===== config.mk =====
export PLATFORM = sky130hd
export DESIGN_NAME = param_reg_bank
export DESIGN_NICKNAME = d
export VERILOG_FILES = /design/src/rtl/param_reg_bank.sv
export SDC_FILE = /design/constraint.sdc
export NUM_CORES = 1
export LEC_CHECK = 0
export CORE_UTILIZATION = 65
export CTS_CLUSTER_SIZE = 24
export DETAILED_ROUTE_END_ITERATION = 10
export HOLD_SLACK_MARGIN = 0.12
export PLACE_DENSITY = 0.94
export SLEW_MARGIN = 20
export SYNTH_ARGS = -nofsm -noshare
export SYNTH_HDL_FRONTEND = slang
export SYNTH_SLANG_ARGS = --single-unit

===== constraint.sdc =====
create_clock -name clk -period 5 [get_ports clk]
set_input_delay 1 -clock clk [delete_from_list [all_inputs] [get_ports clk]]
set_output_delay 1 -clock clk [all_outputs]
set_load 0.02 [all_outputs]

===== src/rtl/param_reg_bank.sv =====
// Parameterised register bank: two combinational read ports, one write port,
// a pending bit per register, and a sequenced bank-clear state machine.
module param_reg_bank #(
    parameter int unsigned DATA_W   = 16,
    parameter int unsigned ADDR_W   = 4,
    parameter bit          ZERO_REG = 1'b0,
    parameter bit          BYPASS   = 1'b1
) (
    input  logic              clk,
    input  logic              rst_n,
    input  logic              write,
    input  logic [ADDR_W-1:0] wrAddr,
    input  logic [DATA_W-1:0] wrData,
    output logic              wr_ready,
    input  logic [ADDR_W-1:0] rdAddrA,
    input  logic [ADDR_W-1:0] rdAddrB,
    output logic [DATA_W-1:0] rdDataA,
    output logic [DATA_W-1:0] rdDataB,
    output logic              busyA,
    output logic              busyB,
    input  logic              rsv,
    input  logic [ADDR_W-1:0] rsvAddr,
    input  logic              clr_req,
    output logic              clr_busy,
    output logic              clr_done
);

    localparam int unsigned       DEPTH     = 2 ** ADDR_W;
    localparam logic [ADDR_W-1:0] LAST_ADDR = ADDR_W'(DEPTH - 1);

    typedef enum logic [1:0] {StIdle, StClear, StDone} state_e;

    state_e            state_q, state_d;
    logic [ADDR_W-1:0] cnt_q, cnt_d;
    logic [DATA_W-1:0] regs_q [DEPTH];
    logic [DATA_W-1:0] regs_d [DEPTH];
    logic [DEPTH-1:0]  pend_q, pend_d;
    logic              wr_acc;

    assign wr_ready = (state_q == StIdle);
    assign clr_busy = (state_q == StClear);
    assign clr_done = (state_q == StDone);
    assign wr_acc   = write & wr_ready;

    always_comb begin
        state_d = state_q;
        cnt_d   = cnt_q;
        regs_d  = regs_q;
        pend_d  = pend_q;
        unique case (state_q)
            StIdle: begin
                if (wr_acc) begin
                    regs_d[wrAddr] = wrData;
                    pend_d[wrAddr] = 1'b0;
                end
                // Applied after the write so a same-cycle reservation wins.
                if (rsv) begin
                    pend_d[rsvAddr] = 1'b1;
                end
                if (clr_req) begin
                    pend_d  = '0;
                    cnt_d   = '0;
                    state_d = StClear;
                end
            end
            StClear: begin
                regs_d[cnt_q] = '0;
                if (cnt_q == LAST_ADDR) begin
                    state_d = StDone;
                end else begin
                    cnt_d = cnt_q + ADDR_W'(1);
                end
            end
            StDone: begin
                state_d = StIdle;
            end
            default: begin
                state_d = StIdle;
            end
        endcase
        if (ZERO_REG) begin
            regs_d[0] = '0;
            pend_d[0] = 1'b0;
        end
    end

    always_ff @(posedge clk or negedge rst_n) begin
        if (!rst_n) begin
            state_q <= StIdle;
            cnt_q   <= '0;
            pend_q  <= '0;
            for (int unsigned i = 0; i < DEPTH; i++) begin
                regs_q[i] <= '0;
            end
        end else begin
            state_q <= state_d;
            cnt_q   <= cnt_d;
            pend_q  <= pend_d;
            regs_q  <= regs_d;
        end
    end

    always_comb begin
        rdDataA = regs_q[rdAddrA];
        if (BYPASS && wr_acc && (wrAddr == rdAddrA)) begin
            rdDataA = wrData;
        end
        if (ZERO_REG && (rdAddrA == '0)) begin
            rdDataA = '0;
        end
    end

    always_comb begin
        rdDataB = regs_q[rdAddrB];
        if (BYPASS && wr_acc && (wrAddr == rdAddrB)) begin
            rdDataB = wrData;
        end
        if (ZERO_REG && (rdAddrB == '0)) begin
            rdDataB = '0;
        end
    end

    assign busyA = pend_q[rdAddrA] & ~(ZERO_REG && (rdAddrA == '0));
    assign busyB = pend_q[rdAddrB] & ~(ZERO_REG && (rdAddrB == '0));

endmodule


After elaboration in Yosys (flattened, before gate mapping):

Cells that the tools add are included.

* register bits: 278
* bits of input ports: 37
* output and inout bits: 37
* logic and storage cells: 95

* add/sub/neg operators: 1
* order comparisons: 12
* equal/unequal tests: 9
* mux-type cells: 33
* bitwise logic cells: 10
* reductions and logical operators: 11

Operators by type and width (count)
* $pmux W256 S2: 1
* $and A256 B256 Y256: 1
* $bwmux W256: 1
* $mux W256: 1
* $not A256 Y256: 1
* $mux W16: 12
* $bmux W16 S4: 2
* $demux W16 S4: 2
* $ge A5 B5 Y1 const B: 4
* $lt A4 B5 Y1 const B: 4
* $not A4 Y5: 4
* $and A16 B16 Y16: 1
* $not A16 Y16: 1
* $or A16 B16 Y16: 1
* $lt A5 B1 Y1 const B: 2
* $bmux W1 S4: 2
* $demux W1 S4: 2
* $eq A4 B4 Y1: 2
* $ge A4 B1 Y1 const B: 2
* $mux W4: 2
* $pmux W4 S2: 1
* $logic_and A1 B1 Y1: 6
* $ne A2 B1 Y1 const B: 3
* $add A4 B1 Y4 const B: 1
* other kinds (12): 17

Depth between registers and ports, before layout:

Gate-level depths: netlist (run 1).

* depth after elaboration: 11
* depth in mapped cells: 7
* mapped depth without buffers: 5

Worst setup path after synthesis (run 1):

Ideal clock, no wire load.

* kind: in2out
* start: input rdAddrA[0]
* end: output busyA
* arrival: 2782 ps
* required time: 4000 ps
* path slack: 1218 ps
* stages: 5
* path buffers: 3
* cell sequence: clkbuf_1 -> buf_2 -> buf_2 -> mux4_2 -> mux4_2

* longest elaborated chain between the ends: 2

RTL lines
* start, declared: RTL line 15 `input logic [ADDR_W-1:0] rdAddrA,`
* $bmux W1 S4: RTL line 123 `assign busyA = pend_q[rdAddrA] & ~(ZERO_REG && (rdAddrA == '0));`
* $mux W1 (not written as such): RTL line 123
* end, declared: RTL line 19 `output logic busyA,`

No other way between the ends. The select of a mux whose other input is x is not followed.

Worst setup path after layout (run 1):

* start: input rdAddrA[0]
* end: output rdDataA[3]

* longest elaborated chain between the ends: 5
* elaborated cells on any way between the ends: 7
* those cells by class: eq/ne: 1; mux: 4; bitwise: 1; reduce/logical: 1

RTL lines
* $not A4 Y5 (not written as such): RTL line 104 `rdDataA = regs_q[rdAddrA];`
* $bmux W16 S4: RTL line 104
* $mux W16 (not written as such) (2 in a row): RTL line 104
* $mux W16 *: RTL line 105 `if (BYPASS && wr_acc && (wrAddr == rdAddrA)) begin`
* end, declared: RTL line 17 `output logic [DATA_W-1:0] rdDataA,`

Every way passes the cells marked *; elsewhere a longest branch is shown, timed or not. The select of a mux whose other input is x is not followed.

==> results.cfg, run 1 <==
[setup_path]
rr_endpoint = regs_q[191]
rr_startpoint = state_q[0]
worst-endpoint-required_ns = 4.00
critPathSlowestCell = clkdlybuf4s50_1
path_max_fanout = 18
crit_top_cell = mux2i_1
r2r_slack_ns = 2.09
rr_worst_depth = 4
arrival_ns = 3.57
crit_chain = buf_4 -> buf_12 -> mux4_2 -> mux2i_1 -> mux2i_1 -> mux2_2 -> clkdlybuf4s50_1
cp-start-kind = input port
end_kind = output pin
max_stage_delay_ns = 0.55
path_class = in -> out

[route]
dr_total_vias = 11982
ant_nets = 0
drt_iter0_drc = 2155
wl_per_cell_um = 35.2
routed_wl_um = 49900
drt_pass1_iterations = 8
drc = 0
viasPerCell = 8.45

[global_routing]
globalRouteOverflowTotal = 0
grtUsageTotal_pct = 42.1
grt_max_degree = 117
first_global_vias = 12270
antenna_found_initial = 1
grt_pass1_wl_um = 74800

[outcome]
outcome = completed

[timing]
layout_min_cycle_time_ns = 4.57
slew_headroom_pct = 16.9
max_freq_mhz = 219
final.period_utilization_pct = 91.5
drv_slew = 0
setup_viol = 0
worstMarginPinSlew_ns = 1.25
hold_viol = 0
rsz0062_at_grt = false
fin_setup_tns_ns = 0
hold_ws_ns = 0.450
skew_ns = 0.0156

[place]
dp_hpwl_um = 28200
gp_congestion = 0.981
placed_cell_area_um2 = 16200
port_buffers = 73

[floorplanning]
fp.dieW_um = 155
initial_utilization_pct = 66.6
coreArea_um2 = 22800
die_h_um = 155
num_rows = 55
die_area_um2 = 23900
ios = 74

[yosys]
synth_cells = 1051
syn_area_um2 = 15200
syn_nets = 1092
yosysTopAreaCellShare_pct = 45.9
yosysTopAreaCell = dfrtp_1
avgSynthCellArea_um2 = 14.4
ys_types = 45
seq_area_frac_synth_pct = 45.9
synthTopCellsByArea = dfrtp_1 46%, mux4_2 20%, a22o_1 15%
ys_ff_latch = 278
ys_warn_count = 0

[clock_tree]
cts-buffers-inserted = 29
ctsHoldBuffers = 0
h-tree-depth = 1
cts_setup_buffers = 0
clock_tree.buffer_depth = 3
clkTransAtPathRegs_ns = 0.06
cts_resized = 0
clkSinkCount = 278
clk_latency_ns = 0.57
cts_tree = yes
cts_root_buf = clkbuf_16

[hold_path]
hold_class = in -> async

[layout]
finish.instance_area_um2 = 17300
area_growth_pct = 14.2
drive_above_1_share_pct = 27.8
final_nets = 1123
diodes = 0

[power_and_ir_drop]
vdd_drop_max_mv = 0.355
p_leak_nw = 7.72
p_per_area_nw_per_um2 = 526

[run]
drv_cap = 0
kinds of logic after synthesis:
family,synth area share (%)
compound gates,17.2
xor+xnor,0.520
fa+ha+maj,0.330
buf+inv,3.73
flops,45.9
mux,29.2
simple gates,3.11
flip-flops by register name, summed over array words and instances, names as in the netlist:
register	flops
regs_q	256
pend_q	16
cnt_q	4
state_q	2
critical path: cells and delay by family:
kind | cells | cell delay, ns
mux | 4 | 1.41
buf+inv | 3 | 1.14
cell type report:
class                   instances  area [µm²]
clock inverters                14         211
fillers                      1195        5460
clock buffers                  40         837
multi-input cells             644        7690
flip-flops and latches        278        6960
repair buffers                122        1200
inverters                       7        26.3
well taps                     313         392
cells in the final DEF (no fill, tap or decap), drive strengths merged, types with 5 or more instances in the layout:
master,instances
clkinv,6
nor3,13
clkbuf,40
inv,8
xor2,9
mux2,32
o21ai,16
bufinv,5
nor4,6
mux2i,96
nand2b,5
a31oi,5
a21oi,11
clkdlybuf4s50,66
buf,56
dfrtp,278
mux4,138
nand2,6
nand3,7
o2bb2ai,14
a22o,256
synth_stat cells:
cell and instances:
mux2i_1 96, dfrtp_1 278, clkbuf_1 44, a31oi_4 1, nor4_4 2, nor2_2 1, o2bb2ai_1 14, a21oi_2 6
buf_1 32, inv_2 1, nor2_1 2, o21ai_1 1, a22o_1 256, mux2_2 32, nand2b_1 5, xor2_1 9
ha_1 4, nor3_4 6, a211oi_1 1, and2_1 3, nor2b_1 4, o22ai_1 2, nand4bb_1 1, or2_2 2
or4b_1 1, o21ai_0 15, a31oi_1 3, nand4_1 2, mux4_2 138, nand3_1 7, nor4_1 2, buf_2 41
buf_4 2, or4_1 2, buf_6 3, nor3_2 6, a21oi_1 5, inv_1 6, nor4_2 2, a2bb2oi_1 2
nor3_1 1, a31oi_2 1, and4_1 1, nand2_1 6, and3_1 2
metal layers:
layer | part of all wire [%] | global-route usage, % | vias to the layer above
met5 | 0.022 | 0 | -
met4 | 6.9 | 21.5 | 2
met3 | 15 | 12.5 | 373
met2 | 45 | 63.6 | 1313
met1 | 33 | 56.2 | 5954
li1 | - | - | 4340
power by group:
group,internal [mW],switching (mW),leakage (nW)
Clock,1.43,0.953,0.512
Sequential,2.96,0.722,3.80
Combinational,1.54,1.51,3.41
Total,5.93,3.18,7.72
worst max-delay path by stage:
stage | startpoint | to | slack (ns) | depth (start not counted)
finish | rdAddrA[0] | rdDataA[3] | 0.43 | 7
global route | rdAddrA[0] | rdDataA[10] | 0.37 | 7
CTS | rdAddrB[0] | rdDataB[13] | 0.53 | 7
detailed placement | rdAddrB[0] | rdDataB[13] | 0.57 | 7
global placement | rdAddrA[1] | busyA | 0.63 | 5
floorplan | rdAddrA[0] | busyA | 1.22 | 5
through the flow:
stage / total power, mW / instances / setup slack, ns / utilization, %
floorplan: 5.42 / 1051 / 1.22 / -
global placement: 6.23 / 1364 / 0.632 / 71.3
detailed placement: 6.42 / 1364 / 0.566 / 71.3
CTS: 8.89 / 1418 / 0.526 / 75.9
global route: 9.35 / 1418 / 0.372 / 76.0
finish: 9.11 / 1418 / 0.425 / 76.0
No activity file was read; power rests on OpenSTA's default activity.
==> run 2, diff against run 1 <==
--- a/config.mk
+++ b/config.mk
@@ -5,11 +5,12 @@
 export SDC_FILE = /design/constraint.sdc
 export NUM_CORES = 1
 export LEC_CHECK = 0
-export CORE_UTILIZATION = 65
+export CORE_UTILIZATION = 55
 export CTS_CLUSTER_SIZE = 24
 export DETAILED_ROUTE_END_ITERATION = 10
 export HOLD_SLACK_MARGIN = 0.12
-export PLACE_DENSITY = 0.94
+export PLACE_DENSITY = 0.86
+export REMOVE_ABC_BUFFERS = 1
 export SLEW_MARGIN = 20
 export SYNTH_ARGS = -nofsm -noshare
 export SYNTH_HDL_FRONTEND = slang
==> constraint.sdc (replaced) <==
create_clock -name clk -period 3.7 [get_ports clk]
set_input_delay 0.74 -clock clk [delete_from_list [all_inputs] [get_ports clk]]
set_output_delay 0.74 -clock clk [all_outputs]
set_load 0.02 [all_outputs]
==> run 2 against run 1 <==
  * Sequential power up 34%
  * Sequential share of layout area down 2.1 points
  * Largest power group unchanged
  * Utilization down 8.5 points
  * Routed wire length up 1.7%
  * First-iteration DRC count down 18%
  * Hold slack worse by 0.25 ns
  * Clock power up 39%
  * Die area up 18%
  * Combinational power up 36%
==> results.cfg, run 2 (same netlist as run 1, synthesis figures left out) <==
[setup_path]
end_kind = output pin
arrival_ns = 2.95
crit_chain = clkdlybuf4s50_1 -> buf_4 -> buf_4 -> mux2i_1 -> mux2_2 -> clkdlybuf4s50_1
cp-start-kind = input port
startpoint = rdAddrA[1]
max_stage_delay_ns = 0.61
path_max_fanout = 12
critPathSlowestCell = clkdlybuf4s50_1
cp_top_family = buffers and inverters
cp_num_buf_inv = 4
path_class = in -> out
rr_startpoint = state_q[0]
worst-endpoint-required_ns = 2.96

[layout]
area_growth_pct = 20.4
layout_commonest_cell = dfrtp_1
fillers = 1741
layout_common_cells = 278 x dfrtp_1, 256 x a22o_1, 138 x mux4_2, 101 x buf_4, 91 x mux2i_1
finish.instance_area_um2 = 18300
regMostFlops = regs_q
top_regs = regs_q: 256 flops, pend_q: 16 flops, cnt_q: 4 flops
largest_reg_flops = 256
final_nets = 1200
stdcell_count = 1523
drive_above_1_share_pct = 32.9

[clock_tree]
clock_tree.buffer_depth = 3
clk_latency_ns = 0.56
cts-buffers-inserted = 29
clkSinkCount = 278
cts_root_buf = clkbuf_16
h-tree-depth = 1
cts_tree = yes
clkTransAtPathRegs_ns = 0.06
ctsHoldBuffers = 0

[global_routing]
first_global_vias = 12425
globalRouteOverflowTotal = 0
grtUsageTotal_pct = 36.6
antenna_found_initial = 1
grt_pass1_wl_um = 76400
grt_max_degree = 102

[timing]
hold_viol = 0
drv_slew = 0
worstMarginPinSlew_ns = 1.20
fin_setup_tns_ns = 0
setup_viol = 0
slew_headroom_pct = 19.9
skew_ns = 0.0113
max_freq_mhz = 271
layout_min_cycle_time_ns = 3.69
final.period_utilization_pct = 99.9

[outcome]
outcome = completed

[route]
dr_total_vias = 11893
wl_per_cell_um = 33.3
drc = 0
routed_wl_um = 50700
drt_iter0_drc = 1757
drt_pass1_iterations = 5
viasPerCell = 7.81
ant_nets = 0

[floorplanning]
ios = 74
coreArea_um2 = 27000
die_area_um2 = 28200
initial_utilization_pct = 56.1
die_h_um = 168
num_rows = 60
fp.dieW_um = 168

[run]
drv_cap = 0

[power_and_ir_drop]
p_leak_nw = 8.63
p_per_area_nw_per_um2 = 677
vdd_drop_max_mv = 0.482

[place]
placed_cell_area_um2 = 17000
dp_hpwl_um = 31700
port_buffers = 73
gp_congestion = 0.920
dpl.cell_count = 1465

[hold_path]
hold_class = in -> async
run 2: cell count changes in the layout (fill, tap and decap cells not counted), moves of 5 or more:
cell	previous run	this run
buf_12	10	25
buf_4	41	101
clkdlybuf4s50_1	66	36
dlygate4sd2_1	0	6
dlymetal6s2s_1	0	24
mux2i_1	96	91
mux2i_2	0	5
run 2: per-layer routing:
layer  vias to the layer above  GRT usage [%]  routed length, µm
met5                         -              0                  0
met4                         0           18.7               2910
met3                       255           10.1               6550
met2                      1121           57.0              23500
met1                      6026           47.4              17800
li1                       4491              -                  -
run 2: worst paths after layout:
kind,depth (start not counted),slack [ns],to
worst max-delay path,6,0.005,rdDataA[10]
worst max register to register,5,1.04,regs_q[136]
worst min register to register,1,0.52,regs_q[110]
min in group clk,1,0.52,regs_q[110]
max in group asynchronous,2,2.61,regs_q[155]
worst min-delay path,1,0.20,regs_q[96]
run 2: timing repair:
item / in CTS / in global routing
endpoints found under the setup margin: 12 / 25
gates resized for setup: 14 / 25
buffers inserted: 3 / 0
gates cloned: 1 / 0
run 2: where the power goes:
| part | internal (mW) | switching, mW |
|---|---|---|
| clock | 2.02 | 1.27 |
| combinational | 2.18 | 1.95 |
| sequential | 4.00 | 0.929 |
| total | 8.21 | 4.15 |
run 2: area by class of cell:
class	count	area (µm²)	share of cell area, %
multi-input cells	644	7710	42.2
flip-flops and latches	278	6960	38.1
repair buffers	199	2070	11.3
clock buffers	39	813	4.45
well taps	341	427	2.34
clock inverters	14	254	1.39
inverters	7	26.3	0.144
diodes	1	2.50	0.0137
run 2: worst reg2reg max path, delay by kind of cell, from the launching register on:
| kind | cells | cell delay [ns] |
|---|---|---|
| simple gates | 3 | 1.60 |
| compound gates | 1 | 0.28 |
| buf+inv | 1 | 0.25 |
| flops | 1 | 0.45 |
run 2: through the flow:
step / utilization [%] / hold WS [ns] / worst slack [ns] / total power, mW
after floorplan: - / 0.444 / 0.854 / 7.13
after global placement: 62.9 / 0.483 / -0.0739 / 8.64
after detailed placement: 62.9 / 0.496 / -0.156 / 8.87
after CTS: 67.3 / 0.265 / -0.00326 / 12.2
after global routing: 67.6 / 0.302 / -0.0199 / 12.7
final: 67.6 / 0.204 / 0.00532 / 12.4
